File: config.mk
export PLATFORM = sky130hd
export DESIGN_NAME = cmpxchg_mem_seq_flat
export DESIGN_NICKNAME = d
export VERILOG_FILES = /design/src/rtl/cmpxchg_mem_seq_pkg.sv /design/src/rtl/cmpxchg_mem_seq_if.sv /design/src/rtl/cmpxchg_flag_calc.sv /design/src/rtl/cmpxchg_mem_seq.sv /design/src/flat_wrapper.sv
export SDC_FILE = /design/constraint.sdc
export NUM_CORES = 1
export LEC_CHECK = 0
export CORE_MARGIN = 2
export CORE_UTILIZATION = 35
export DETAILED_ROUTE_END_ITERATION = 8
export HOLD_SLACK_MARGIN = 0.08
export PLACE_DENSITY = 0.59
export SLEW_MARGIN = 20
export SYNTH_ARGS = -nofsm -noshare
export SYNTH_HDL_FRONTEND = slang
export SYNTH_SLANG_ARGS = --single-unit
File: constraint.sdc
create_clock -name clk -period 7.95 [get_ports clk]
set_clock_uncertainty 0.2 [all_clocks]
set_input_delay 1.59 -clock clk [delete_from_list [all_inputs] [get_ports clk]]
set_output_delay 1.59 -clock clk [all_outputs]
set_load 0.1 [all_outputs]
File: src/rtl/cmpxchg_mem_seq_pkg.sv
// rtl/cmpxchg_mem_seq_pkg.sv - shared encodings and helpers for the memory-form CMPXCHG sequencer
package cmpxchg_mem_seq_pkg;

    localparam logic [1:0] SZ8  = 2'd0;
    localparam logic [1:0] SZ16 = 2'd1;
    localparam logic [1:0] SZ32 = 2'd2;

    localparam int FLAG_CF = 0;
    localparam int FLAG_PF = 1;
    localparam int FLAG_AF = 2;
    localparam int FLAG_ZF = 3;
    localparam int FLAG_SF = 4;
    localparam int FLAG_OF = 5;

    localparam logic [2:0] ST_IDLE    = 3'd0;
    localparam logic [2:0] ST_CHECK   = 3'd1;
    localparam logic [2:0] ST_RD_REQ  = 3'd2;
    localparam logic [2:0] ST_RD_WAIT = 3'd3;
    localparam logic [2:0] ST_CMP     = 3'd4;
    localparam logic [2:0] ST_WR_REQ  = 3'd5;
    localparam logic [2:0] ST_DONE    = 3'd6;

    typedef enum logic [2:0] {
        S_IDLE    = ST_IDLE,
        S_CHECK   = ST_CHECK,
        S_RD_REQ  = ST_RD_REQ,
        S_RD_WAIT = ST_RD_WAIT,
        S_CMP     = ST_CMP,
        S_WR_REQ  = ST_WR_REQ,
        S_DONE    = ST_DONE
    } state_t;

    function automatic logic [31:0] size_mask(input logic [1:0] size);
        case (size)
            SZ8:     return 32'h0000_00ff;
            SZ16:    return 32'h0000_ffff;
            default: return 32'hffff_ffff;
        endcase
    endfunction

    function automatic logic [3:0] lane_be(input logic [1:0] size, input logic [1:0] off);
        case (size)
            SZ8:     return 4'b0001 << off;
            SZ16:    return 4'b0011 << off;
            default: return 4'b1111;
        endcase
    endfunction

    // Size 3 is illegal; wider operands must sit on their natural boundary.
    function automatic logic is_illegal(input logic [1:0] size, input logic [1:0] off);
        case (size)
            SZ8:     return 1'b0;
            SZ16:    return off[0];
            SZ32:    return off != 2'b00;
            default: return 1'b1;
        endcase
    endfunction

endpackage

File: src/rtl/cmpxchg_mem_seq_if.sv
// rtl/cmpxchg_mem_seq_if.sv - execute command, data-memory port and writeback result bundle
interface cmpxchg_mem_seq_if #(parameter int AW = 32);
    logic          cmd_valid;
    logic          cmd_ready;
    logic [1:0]    cmd_size;
    logic [AW-1:0] cmd_addr;
    logic [31:0]   cmd_src;
    logic [31:0]   cmd_acc;

    logic          mem_req_valid;
    logic          mem_req_ready;
    logic          mem_req_we;
    logic [AW-1:0] mem_req_addr;
    logic [3:0]    mem_req_be;
    logic [31:0]   mem_req_wdata;
    logic          mem_lock;
    logic          mem_rsp_valid;
    logic [31:0]   mem_rsp_rdata;

    logic          done_valid;
    logic [31:0]   acc_out;
    logic [5:0]    flags_out;
    logic          fault;

    modport slave (
        input  cmd_valid, cmd_size, cmd_addr, cmd_src, cmd_acc,
        output cmd_ready,
        output mem_req_valid, mem_req_we, mem_req_addr, mem_req_be, mem_req_wdata, mem_lock,
        input  mem_req_ready, mem_rsp_valid, mem_rsp_rdata,
        output done_valid, acc_out, flags_out, fault
    );

    modport master (
        output cmd_valid, cmd_size, cmd_addr, cmd_src, cmd_acc,
        input  cmd_ready,
        input  mem_req_valid, mem_req_we, mem_req_addr, mem_req_be, mem_req_wdata, mem_lock,
        output mem_req_ready, mem_rsp_valid, mem_rsp_rdata,
        input  done_valid, acc_out, flags_out, fault
    );
endinterface

File: src/rtl/cmpxchg_flag_calc.sv
// rtl/cmpxchg_flag_calc.sv - size-aware acc - dest subtract producing {OF,SF,ZF,AF,PF,CF}
module cmpxchg_flag_calc
    import cmpxchg_mem_seq_pkg::*;
(
    input  logic [1:0]  size,
    input  logic [31:0] acc,
    input  logic [31:0] dest,
    output logic [5:0]  flags
);

    logic [31:0] mask;
    logic [31:0] diff;
    logic [32:0] sub;
    logic        acc_msb;
    logic        dest_msb;
    logic        diff_msb;

    always_comb begin
        mask = size_mask(size);
        // Operands are masked to size so bit 32 of the wide subtract is the size-width borrow.
        sub  = {1'b0, acc & mask} - {1'b0, dest & mask};
        diff = sub[31:0] & mask;
        case (size)
            SZ8: begin
                acc_msb  = acc[7];
                dest_msb = dest[7];
                diff_msb = diff[7];
            end
            SZ16: begin
                acc_msb  = acc[15];
                dest_msb = dest[15];
                diff_msb = diff[15];
            end
            default: begin
                acc_msb  = acc[31];
                dest_msb = dest[31];
                diff_msb = diff[31];
            end
        endcase
        flags          = '0;
        flags[FLAG_CF] = sub[32];
        flags[FLAG_PF] = ~^diff[7:0];
        flags[FLAG_AF] = acc[3:0] < dest[3:0];
        flags[FLAG_ZF] = diff == 32'd0;
        flags[FLAG_SF] = diff_msb;
        flags[FLAG_OF] = (acc_msb != dest_msb) & (diff_msb != acc_msb);
    end

endmodule

File: src/rtl/cmpxchg_mem_seq.sv
// rtl/cmpxchg_mem_seq.sv - locked read/compare/write sequencer for memory-destination CMPXCHG
module cmpxchg_mem_seq
    import cmpxchg_mem_seq_pkg::*;
#(
    parameter int AW = 32,
    parameter int DW = 32
) (
    input  logic clk,
    input  logic rst_n,
    cmpxchg_mem_seq_if.slave bus
);

    state_t          state;
    state_t          state_nx;
    logic [1:0]      size_q;
    logic [AW-1:0]   addr_q;
    logic [DW-1:0]   src_q;
    logic [DW-1:0]   acc_q;
    logic [DW-1:0]   dest_q;
    logic [DW-1:0]   acc_out_q;
    logic [5:0]      flags_q;
    logic            fault_q;
    logic            illegal;
    logic [5:0]      flags_nx;
    logic [DW-1:0]   acc_res;
    logic [DW-1:0]   wsel;
    logic [DW-1:0]   wdata;

    cmpxchg_flag_calc u_flag_calc (
        .size  (size_q),
        .acc   (acc_q),
        .dest  (dest_q),
        .flags (flags_nx)
    );

    assign illegal = is_illegal(size_q, addr_q[1:0]);

    always_ff @(posedge clk or negedge rst_n) begin
        if (!rst_n) state <= S_IDLE;
        else        state <= state_nx;
    end

    always_comb begin
        state_nx = state;
        case (state)
            S_IDLE:    if (bus.cmd_valid)     state_nx = S_CHECK;
            S_CHECK:   state_nx = illegal ? S_DONE : S_RD_REQ;
            S_RD_REQ:  if (bus.mem_req_ready) state_nx = S_RD_WAIT;
            S_RD_WAIT: if (bus.mem_rsp_valid) state_nx = S_CMP;
            S_CMP:     state_nx = S_WR_REQ;
            S_WR_REQ:  if (bus.mem_req_ready) state_nx = S_DONE;
            S_DONE:    state_nx = S_IDLE;
            default:   state_nx = S_IDLE;
        endcase
    end

    always_ff @(posedge clk or negedge rst_n) begin
        if (!rst_n) begin
            size_q    <= '0;
            addr_q    <= '0;
            src_q     <= '0;
            acc_q     <= '0;
            dest_q    <= '0;
            acc_out_q <= '0;
            flags_q   <= '0;
            fault_q   <= 1'b0;
        end else begin
            case (state)
                S_IDLE: if (bus.cmd_valid) begin
                    size_q  <= bus.cmd_size;
                    addr_q  <= bus.cmd_addr;
                    src_q   <= bus.cmd_src;
                    acc_q   <= bus.cmd_acc;
                    fault_q <= 1'b0;
                end
                S_CHECK: if (illegal) begin
                    fault_q   <= 1'b1;
                    acc_out_q <= acc_q;
                    flags_q   <= '0;
                end
                S_RD_WAIT: if (bus.mem_rsp_valid)
                    dest_q <= (bus.mem_rsp_rdata >> {addr_q[1:0], 3'b000}) & size_mask(size_q);
                S_CMP: begin
                    flags_q   <= flags_nx;
                    acc_out_q <= acc_res;
                end
                default: ;
            endcase
        end
    end

    // Mismatch loads DEST into the accumulator; untouched upper bits keep the old accumulator.
    always_comb begin
        acc_res = acc_q;
        if (!flags_nx[FLAG_ZF]) begin
            case (size_q)
                SZ8:     acc_res = {acc_q[31:8], dest_q[7:0]};
                SZ16:    acc_res = {acc_q[31:16], dest_q[15:0]};
                default: acc_res = dest_q;
            endcase
        end
    end

    // Locked semantics always write: SRC on match, original DEST otherwise.
    always_comb begin
        wsel = flags_q[FLAG_ZF] ? src_q : dest_q;
        case (size_q)
            SZ8:     wdata = {4{wsel[7:0]}};
            SZ16:    wdata = {2{wsel[15:0]}};
            default: wdata = wsel;
        endcase
    end

    assign bus.cmd_ready     = state == S_IDLE;
    assign bus.mem_req_valid = (state == S_RD_REQ) || (state == S_WR_REQ);
    assign bus.mem_req_we    = state == S_WR_REQ;
    assign bus.mem_req_addr  = {addr_q[AW-1:2], 2'b00};
    assign bus.mem_req_be    = lane_be(size_q, addr_q[1:0]);
    assign bus.mem_req_wdata = wdata;
    assign bus.mem_lock      = (state == S_RD_REQ) || (state == S_RD_WAIT) ||
                               (state == S_CMP) || (state == S_WR_REQ);
    assign bus.done_valid    = state == S_DONE;
    assign bus.fault         = (state == S_DONE) && fault_q;
    assign bus.acc_out       = acc_out_q;
    assign bus.flags_out     = flags_q;

endmodule

File: src/flat_wrapper.sv
// flat-port wrapper written by rule: the top's interface ports become plain ports
module cmpxchg_mem_seq_flat import cmpxchg_mem_seq_pkg::*;
#(
    parameter int AW = 32,
    parameter int DW = 32
)
  (clk, rst_n, bus_cmd_valid, bus_cmd_size, bus_cmd_addr, bus_cmd_src, bus_cmd_acc, bus_cmd_ready, bus_mem_req_valid, bus_mem_req_we, bus_mem_req_addr, bus_mem_req_be, bus_mem_req_wdata, bus_mem_lock, bus_mem_req_ready, bus_mem_rsp_valid, bus_mem_rsp_rdata, bus_done_valid, bus_acc_out, bus_flags_out, bus_fault);
  cmpxchg_mem_seq_if #(.AW(AW)) bus_i ();
  input  logic clk;
  input  logic rst_n;
  input wire logic [$bits(bus_i.cmd_valid)-1:0] bus_cmd_valid;
  input wire logic [$bits(bus_i.cmd_size)-1:0] bus_cmd_size;
  input wire logic [$bits(bus_i.cmd_addr)-1:0] bus_cmd_addr;
  input wire logic [$bits(bus_i.cmd_src)-1:0] bus_cmd_src;
  input wire logic [$bits(bus_i.cmd_acc)-1:0] bus_cmd_acc;
  output wire logic [$bits(bus_i.cmd_ready)-1:0] bus_cmd_ready;
  output wire logic [$bits(bus_i.mem_req_valid)-1:0] bus_mem_req_valid;
  output wire logic [$bits(bus_i.mem_req_we)-1:0] bus_mem_req_we;
  output wire logic [$bits(bus_i.mem_req_addr)-1:0] bus_mem_req_addr;
  output wire logic [$bits(bus_i.mem_req_be)-1:0] bus_mem_req_be;
  output wire logic [$bits(bus_i.mem_req_wdata)-1:0] bus_mem_req_wdata;
  output wire logic [$bits(bus_i.mem_lock)-1:0] bus_mem_lock;
  input wire logic [$bits(bus_i.mem_req_ready)-1:0] bus_mem_req_ready;
  input wire logic [$bits(bus_i.mem_rsp_valid)-1:0] bus_mem_rsp_valid;
  input wire logic [$bits(bus_i.mem_rsp_rdata)-1:0] bus_mem_rsp_rdata;
  output wire logic [$bits(bus_i.done_valid)-1:0] bus_done_valid;
  output wire logic [$bits(bus_i.acc_out)-1:0] bus_acc_out;
  output wire logic [$bits(bus_i.flags_out)-1:0] bus_flags_out;
  output wire logic [$bits(bus_i.fault)-1:0] bus_fault;
  assign bus_i.cmd_valid = bus_cmd_valid;
  assign bus_i.cmd_size = bus_cmd_size;
  assign bus_i.cmd_addr = bus_cmd_addr;
  assign bus_i.cmd_src = bus_cmd_src;
  assign bus_i.cmd_acc = bus_cmd_acc;
  assign bus_cmd_ready = bus_i.cmd_ready;
  assign bus_mem_req_valid = bus_i.mem_req_valid;
  assign bus_mem_req_we = bus_i.mem_req_we;
  assign bus_mem_req_addr = bus_i.mem_req_addr;
  assign bus_mem_req_be = bus_i.mem_req_be;
  assign bus_mem_req_wdata = bus_i.mem_req_wdata;
  assign bus_mem_lock = bus_i.mem_lock;
  assign bus_i.mem_req_ready = bus_mem_req_ready;
  assign bus_i.mem_rsp_valid = bus_mem_rsp_valid;
  assign bus_i.mem_rsp_rdata = bus_mem_rsp_rdata;
  assign bus_done_valid = bus_i.done_valid;
  assign bus_acc_out = bus_i.acc_out;
  assign bus_flags_out = bus_i.flags_out;
  assign bus_fault = bus_i.fault;
  cmpxchg_mem_seq #(.AW(AW), .DW(DW)) u_core (.clk(clk), .rst_n(rst_n), .bus(bus_i));
endmodule
### Yosys cells after proc, flatten, opt, wreduce, memory -nomap -nowiden

Index checks and enable logic that the tools add are counted.

| storage, ports and cells | value |
|---|---|
| register bits after elaboration | 172 |
| input port bits | 135 |
| output and inout port bits | 112 |
| logic and storage cells | 76 |

| cells by class | value |
|---|---|
| add/subtract/negate cells | 1 |
| $lt $le $gt $ge | 1 |
| equal/unequal tests | 15 |
| shift operators | 3 |
| muxes and demuxes | 25 |
| bitwise logic cells | 5 |
| reductions and logical operators | 17 |

Operators with widths:

| operator | number |
|---|---|
| case mux 32 bit (2 select lines) | 4 |
| two-way mux 32 bit | 5 |
| bitwise AND 32 bit | 4 |
| subtractor 32 x 32 -> 33 bit | 1 |
| logical NOT 32 bit | 1 |
| >> shifter 32 x 5 -> 32 bit | 1 |
| case mux 3 bit (6 select lines) | 1 |
| two-way mux 3 bit | 5 |
| case mux 6 bit (2 select lines) | 1 |
| == test 3 bit (second input constant) | 3 |
| case mux 1 bit (2 select lines) | 4 |
| case mux 4 bit (2 select lines) | 1 |
| XNOR reduction 8 bit | 1 |
| == test 3 x 2 -> 1 bit (second input constant) | 2 |
| two-way mux 6 bit | 1 |
| inequality test 2 bit (second input constant) | 3 |
| AND reduction 2 bit | 3 |
| nonzero test 2 bit | 3 |
| logical OR 1 bit | 4 |
| < comparator 4 bit | 1 |
| inequality test 2 x 1 -> 1 bit (second input constant) | 2 |
| AND reduction 4 bit | 1 |
| left shift 1 x 2 -> 4 bit (first input constant) | 1 |
| left shift 2 x 2 -> 4 bit (first input constant) | 1 |
| 11 further kinds | 13 |

### Logic depth before layout (Yosys ltp)

Gate-level depths: netlist (run 1).

| depth | value |
|---|---|
| word-level depth | 9 |
| gate-level depth with buffers | 20 |
| gate-level depth less buffers | 16 |

### Hierarchy

From an unflattened synthesis (run 1), not the netlist that was laid out.

| second synthesis, totals | value |
|---|---|
| cell total of the unflattened synthesis | 1000 |
| area total of the unflattened synthesis | 10775.3 sq um |

By module, submodules not included:

| module | times used | cells each | area each (sq um) | sequential area each (sq um) |
|---|---|---|---|---|
| cmpxchg_mem_seq | 1 | 656 | 8444.3 | 4304.1 |
| cmpxchg_flag_calc | 1 | 344 | 2331.0 | 0.0 |

### Worst setup path before layout (run 1)

No wires, ideal clock.

| timing | value |
|---|---|
| path kind | register to output |
| from | register u_core.flags_q[3], in the netlist u_core.bus.flags_out[3] |
| to | output port bus_mem_req_wdata[27] |
| data arrival time | 5114 ps |
| data required time | 6160 ps |
| path slack | 1046 ps |
| stages on the path, launching flop included | 7 |
| path buffers | 1 |
| cell sequence | dfrtp_1 clkbuf_1 o21ai_0 nor2_1 a21oi_1 nor2_1 a21oi_1 |

| between the ends | value |
|---|---|
| cells in the longest elaborated chain, start to end | 2 |

RTL lines:

| what | line | source |
|---|---|---|
| start, declared | cmpxchg_mem_seq.sv:21 | `logic [5:0] flags_q;` |
| start signal, assigned | cmpxchg_mem_seq.sv:84 | `flags_q <= flags_nx;` |
| two-way mux 32 bit | cmpxchg_mem_seq.sv:106 | `wsel = flags_q[FLAG_ZF] ? src_q : dest_q;` |
| case mux 32 bit (2 select lines) | cmpxchg_mem_seq.sv:107 | `case (size_q)` |
| end, declared | flat_wrapper.sv:21 | `output wire logic [$bits(bus_i.mem_req_wdata)-1:0] bus_mem_req_wdata;` |

No other way between the ends.

### Worst setup path in the final report (run 1)

| timing | value |
|---|---|
| from | register u_core.flags_q[3], in the netlist u_core.bus.flags_out[3] |
| to | output port bus_mem_req_wdata[28] |

The elaborated chain is that of the path after synthesis.

==> results of run 1 <==
==> cell type report <==
type | count | area [um2]
multi-input cells | 812 | 5730
flip-flops and latches | 172 | 4310
inverters | 37 | 139
fillers | 2953 | 16600
clock inverters | 14 | 170
clock buffers | 18 | 429
repair buffers | 255 | 2530
diodes | 1 | 2.50
well taps | 396 | 495
==> layout by cell type, fill, tap and decap left out, types with 11 or more instances in the layout <==
master           instances
o21ai_0                 56
clkdlybuf4s50_1        243
clkbuf_16               17
dfrtp_1                169
and2_1                  20
nor2_1                  81
inv_1                   35
a22o_1                  32
a221o_1                 25
nor2b_1                 15
nand2_1                121
xnor2_1                 14
nor3_1                  18
buf_4                   11
a211oi_1                12
mux2_2                  95
a21oi_1                 86
nand3_1                 14
ha_1                    36
mux2i_1                 45
==> layer usage <==
metal / global-route usage, % / up-vias
met5: 0 / -
met4: 6.92 / 0
met3: 6.74 / 37
met2: 37.9 / 325
met1: 30.3 / 4625
li1: - / 4382
==> through the flow <==
step / area (um2) / util, %
2_1_floorplan: 10700 / -
3_3_place_gp: 13200 / 43.4
3_5_place_dp: 13200 / 43.4
4_1_cts: 13800 / 45.3
5_1_grt: 13800 / 45.3
6_report: 13800 / 45.4
==> logic make-up (layout without fill, tap and decap cells) <==
logic type / Yosys count / in the layout / share of synthesized area (%)
AND/OR/NAND/NOR: 307 / 307 / 13.1
AO/OA/AOI/OAI: 303 / 303 / 19.8
flip-flops: 172 / 172 / 40.1
buffers and inverters: 142 / 324 / 6.55
multiplexers: 140 / 140 / 14.2
adder cells (fa/ha/maj): 37 / 37 / 4.38
XOR/XNOR: 23 / 23 / 1.88
other: 1 / 3 / 0.0349
==> flip-flops by register name, summed over array words and instances, names as in the netlist <==
register,flops
u_core.state,3
u_core.acc_q,32
u_core.dest_q,32
u_core.addr_q,32
u_core.src_q,32
u_core.fault_q,1
u_core.bus.acc_out,32
u_core.bus.flags_out,6
u_core.size_q,2
==> path summary, 6_finish.rpt <==
check / from / end / slack [ps] / cells after the start
worst max-delay path: u_core.bus.flags_out[3]$_DFFE_PN0P_ / bus_mem_req_wdata[28] / 2330 / 6
worst min-delay path: u_core.bus.flags_out[1]$_DFFE_PN0P_ / u_core.bus.flags_out[1]$_DFFE_PN0P_ / 300 / 2
worst max register to register: u_core.size_q[0]$_DFFE_PN0P_ / u_core.bus.acc_out[20]$_DFFE_PN0P_ / 2800 / 13
worst min register to register: u_core.bus.flags_out[1]$_DFFE_PN0P_ / u_core.bus.flags_out[1]$_DFFE_PN0P_ / 300 / 2
max in group asynchronous: rst_n / u_core.bus.acc_out[20]$_DFFE_PN0P_ / 5400 / 2
min in group asynchronous: rst_n / u_core.addr_q[17]$_DFFE_PN0P_ / 910 / 1
==> worst max-delay path, cell delays in order (launching register included) <==
cell             delay [ps]
dfrtp_2                 770
o21ai_0                 870
nor2_1                   80
a21oi_1                 230
nor2_1                   80
a21oi_1                 180
clkdlybuf4s50_1        1160
==> flow_summary.json, run 1 <==
{
  "wirelength_mm": 37.2,
  "core_area_mm2": 0.0304,
  "clock_sinks": 172,
  "hold_slack_ps": 304,
  "synth-main-ff-cell": "dfrtp_1",
  "setup_viol": 0,
  "syn_inst": 1125,
  "met2_wirelength_mm": 17.5,
  "die_height_um": 179,
  "drv_slew": 0,
  "vias": 9369,
  "relSlewSlack_pct": 26.8,
  "route.met3.wl_mm": 2.83,
  "worst_pin_slew_ps": 1090,
  "fin_setup_tns_ps": 0,
  "dpl.cell_count": 1672,
  "ys_types": 69,
  "cts_resized": 0,
  "status": "complete, no violations",
  "layout-drive-gt1-share_pct": 12.7,
  "yosys.area.top_type": "dfrtp_1",
  "clk_latency_ps": 450,
  "yosysMostFrequentCell": "dfrtp_1",
  "synth_seq_cells": 172,
  "synthesis.area_mm2": 0.0107,
  "ys_async_sr_fraction_pct": 100,
  "die_area_mm2": 0.0321,
  "place_ws_ps": 2770,
  "final_cells": 1705,
  "io_pins": 247,
  "firstDrtPassIters": 5,
  "final.setup.worst_slack_ps": 2330,
  "worstPathRequired_ps": 6160,
  "grt_max_degree": 71,
  "rsz0062_at_grt": "false",
  "synth_edf_count": 0,
  "grt_usage_pct": 23.4,
  "cts_made_buffers": 17,
  "drcViolationCount": 0,
  "cts_root_buf": "clkbuf_16",
  "vias_per_cell": 5.50,
  "grt_pass1_wl_mm": 56.6,
  "synthTopCellsByCount": "dfrtp_1, nand2_1, mux2_2",
  "wl_per_cell_um": 21.8,
  "htreeDepth": 4,
  "initial_core_util_pct": 35.3,
  "finalCritPeriodShare_pct": 70.7,
  "dp_hpwl_mm": 27.9,
  "final_antenna_net_count": 0,
  "ys_seq_area_share_pct": 40.1,
  "grt_antenna_before_repair": 0,
  "fmax_ghz": 0.178,
  "drt_iter0_drc": 674,
  "top_layer": "met4",
  "clk_pin_slew_ps": 80,
  "cts_tree": "yes",
  "critPathCaptureType": "primary output",
  "crit_path_start_kind": "flop",
  "wl_met1_mm": 16.0,
  "max_cap_viol_count": 0,
  "yosysWarnings": 0,
  "worstPathArrival_ps": 3830,
  "cts_buffer_depth": 2,
  "grt_pass1_vias": 9445,
  "worstSetupPathType": "flop to primary output",
  "hold_viol_final": 0,
  "avgSynthCellArea_um2": 9.54,
  "syn2layout_area_growth_pct": 28.6,
  "final_net_count": 1467,
  "cts-hold-fix-buffers": 0,
  "die_w_um": 179,
  "grt_overflow": 0,
  "min_path_type": "flop to flop",
  "fin_crit_ps": 5620,
  "num_rows": 64,
  "synth_top_area_share_pct": 40.1,
  "synthTopCellsByArea": "dfrtp_1, mux2_2, nand2_1",
  "crit_path_max_fanout": 41,
  "portBuffers": 244,
  "place_congestion": 0.899,
  "cts_setup_buffers": 0
}
Power of run 1 is left out: the tool's default activity adds up to more than one toggle a clock period on the data nets, which glitch-free logic cannot reach.
==> run 2, diff against run 1 <==
clock period = 5.5 ns   (was 7.95 ns; I/O delays follow)
==> run 2 against run 1 <==
Non-clock buffer count is 11 higher. Die area unchanged. Sequential share of layout area decreased by 0.23 points. Largest cell class unchanged. Final cell count is 0.59% higher. Critical endpoint is now bus_mem_req_be[0].
==> flow_summary.json, run 2 (synthesis gave the netlist of run 1 again) <==
{
  "status": "complete, no violations",
  "die_area_mm2": 0.0321,
  "crit_path_start_kind": "flop",
  "worstPathArrival_ps": 3660,
  "r2r-start": "u_core.size_q[1]$_DFFE_PN0P_",
  "clock_sinks": 172,
  "clk_pin_slew_ps": 80,
  "max_cap_viol_count": 0,
  "r2r_setup_slack_ps": 780,
  "drv_slew": 0,
  "fmax_ghz": 0.202,
  "grt_usage_pct": 22.8,
  "vias": 9433,
  "worstSetupPathType": "flop to primary output",
  "final_antenna_net_count": 0,
  "hp-start": "u_core.addr_q[23]$_DFFE_PN0P_",
  "grt_pass1_wl_mm": 55.3,
  "rsz0062_at_grt": "false",
  "cts_buffer_depth": 2,
  "diodes": 0,
  "num_rows": 64,
  "clk_latency_ps": 450,
  "setup_viol": 0,
  "timing.critical_path.cells": "buf_4 > buf_4 > clkinv_1 > o21ai_0 > clkdlybuf4s50_1",
  "dp_hpwl_mm": 28.2,
  "finalInstanceArea_mm2": 0.0139,
  "hold_viol_final": 0,
  "htreeDepth": 4,
  "dpl.cell_count": 1683,
  "critPathCaptureType": "primary output",
  "worstPathRequired_ps": 4200,
  "slowest_delay_ps": 1210,
  "io_pins": 247,
  "crit_path_max_fanout": 40,
  "final_cells": 1715,
  "cts_made_buffers": 17,
  "fin_crit_ps": 4960,
  "grt_overflow": 0,
  "drt_iter0_drc": 808,
  "reg2reg_to": "u_core.bus.acc_out[18]$_DFFE_PN0P_",
  "cts_setup_buffers": 0,
  "grt_pass1_vias": 9354,
  "cts_resized": 0,
  "cts-hold-fix-buffers": 0,
  "vias_per_cell": 5.50,
  "cts_root_buf": "clkbuf_16",
  "cts_tree": "yes",
  "grt_antenna_before_repair": 1,
  "final_net_count": 1478,
  "min_path_type": "flop to flop",
  "finalCritPeriodShare_pct": 90.2,
  "holdPathStages": 1,
  "mostFrequentLayoutCells": "clkdlybuf4s50_1, dfrtp_1, nand2_1, mux2_2, a21oi_1",
  "grt_max_degree": 107,
  "firstDrtPassIters": 9,
  "place_congestion": 0.927,
  "wl_per_cell_um": 21.5,
  "placed_area_mm2": 0.0133,
  "cp_slowest_cell": "clkdlybuf4s50_1",
  "layout-drive-gt1-share_pct": 14.3,
  "min_to": "u_core.addr_q[23]$_DFFE_PN0P_",
  "hold_slack_ps": 313,
  "drcViolationCount": 0,
  "wirelength_mm": 36.9,
  "final_common_cell": "clkdlybuf4s50_1",
  "die_w_um": 179,
  "relSlewSlack_pct": 28.6,
  "path_common_cell": "buf_4",
  "core_area_mm2": 0.0304,
  "reg2reg_depth": 13,
  "initial_core_util_pct": 35.3,
  "die_height_um": 179,
  "portBuffers": 244,
  "syn2layout_area_growth_pct": 29.5,
  "worst_pin_slew_ps": 1070
}
==> run 2: cell types whose count changed in the layout (fill, tap and decap cells not counted), moves of 2 or more <==
cell	delta
buf_12	+2
buf_4	+20
clkdlybuf4s50_1	-11
clkinv_8	+2
o21ai_0	-7
o21ai_1	+7
==> run 2: stage by stage <==
step / TNS [ps] / worst slack [ps] / utilization, %
floorplan: -702 / -103 / -
finish: 0 / 538 / 45.7
global route: 0 / 382 / 45.7
global placement: 0 / 888 / 43.6
detailed placement: 0 / 904 / 43.6
CTS: 0 / 504 / 45.7
==> run 2: final cells by class <==
cell class	count	area, um2
timing repair buffer	266	2610
tap	396	495
multi-input combinational	812	5730
sequential	172	4310
clock inverter	15	195
clock buffer	17	425
inverter	37	139
fill	2956	16500
==> run 2: worst max-delay path: cells and delay by family (launching register included) <==
family / cells / cell delay (ps)
flops: 1 / 530
buf+inv: 4 / 2370
compound gates: 1 / 290
==> run 2: worst max path at each step <==
stage	startpoint	endpoint	depth (start not counted)
after global placement	u_core.size_q[1]$_DFFE_PN0P_	u_core.bus.acc_out[25]$_DFFE_PN0P_	13
after detailed placement	u_core.size_q[1]$_DFFE_PN0P_	u_core.bus.acc_out[23]$_DFFE_PN0P_	13
final	u_core.size_q[1]$_DFFE_PN0P_	bus_mem_req_be[0]	5
after global routing	u_core.size_q[1]$_DFFE_PN0P_	bus_mem_req_be[0]	5
after floorplan	u_core.bus.flags_out[3]$_DFFE_PN0P_	bus_mem_req_wdata[27]	6
after CTS	u_core.size_q[1]$_DFFE_PN0P_	bus_mem_req_be[0]	5
==> run 2: metal layers <==
metal,GRT usage (%),vias up,wire [um]
met3,5.45,36,2710
li1,-,4401,-
met5,0,-,11
met4,5.48,2,675
met2,37.9,350,17500
met1,29.8,4644,16000
Power of run 2 is left out for the same reason.
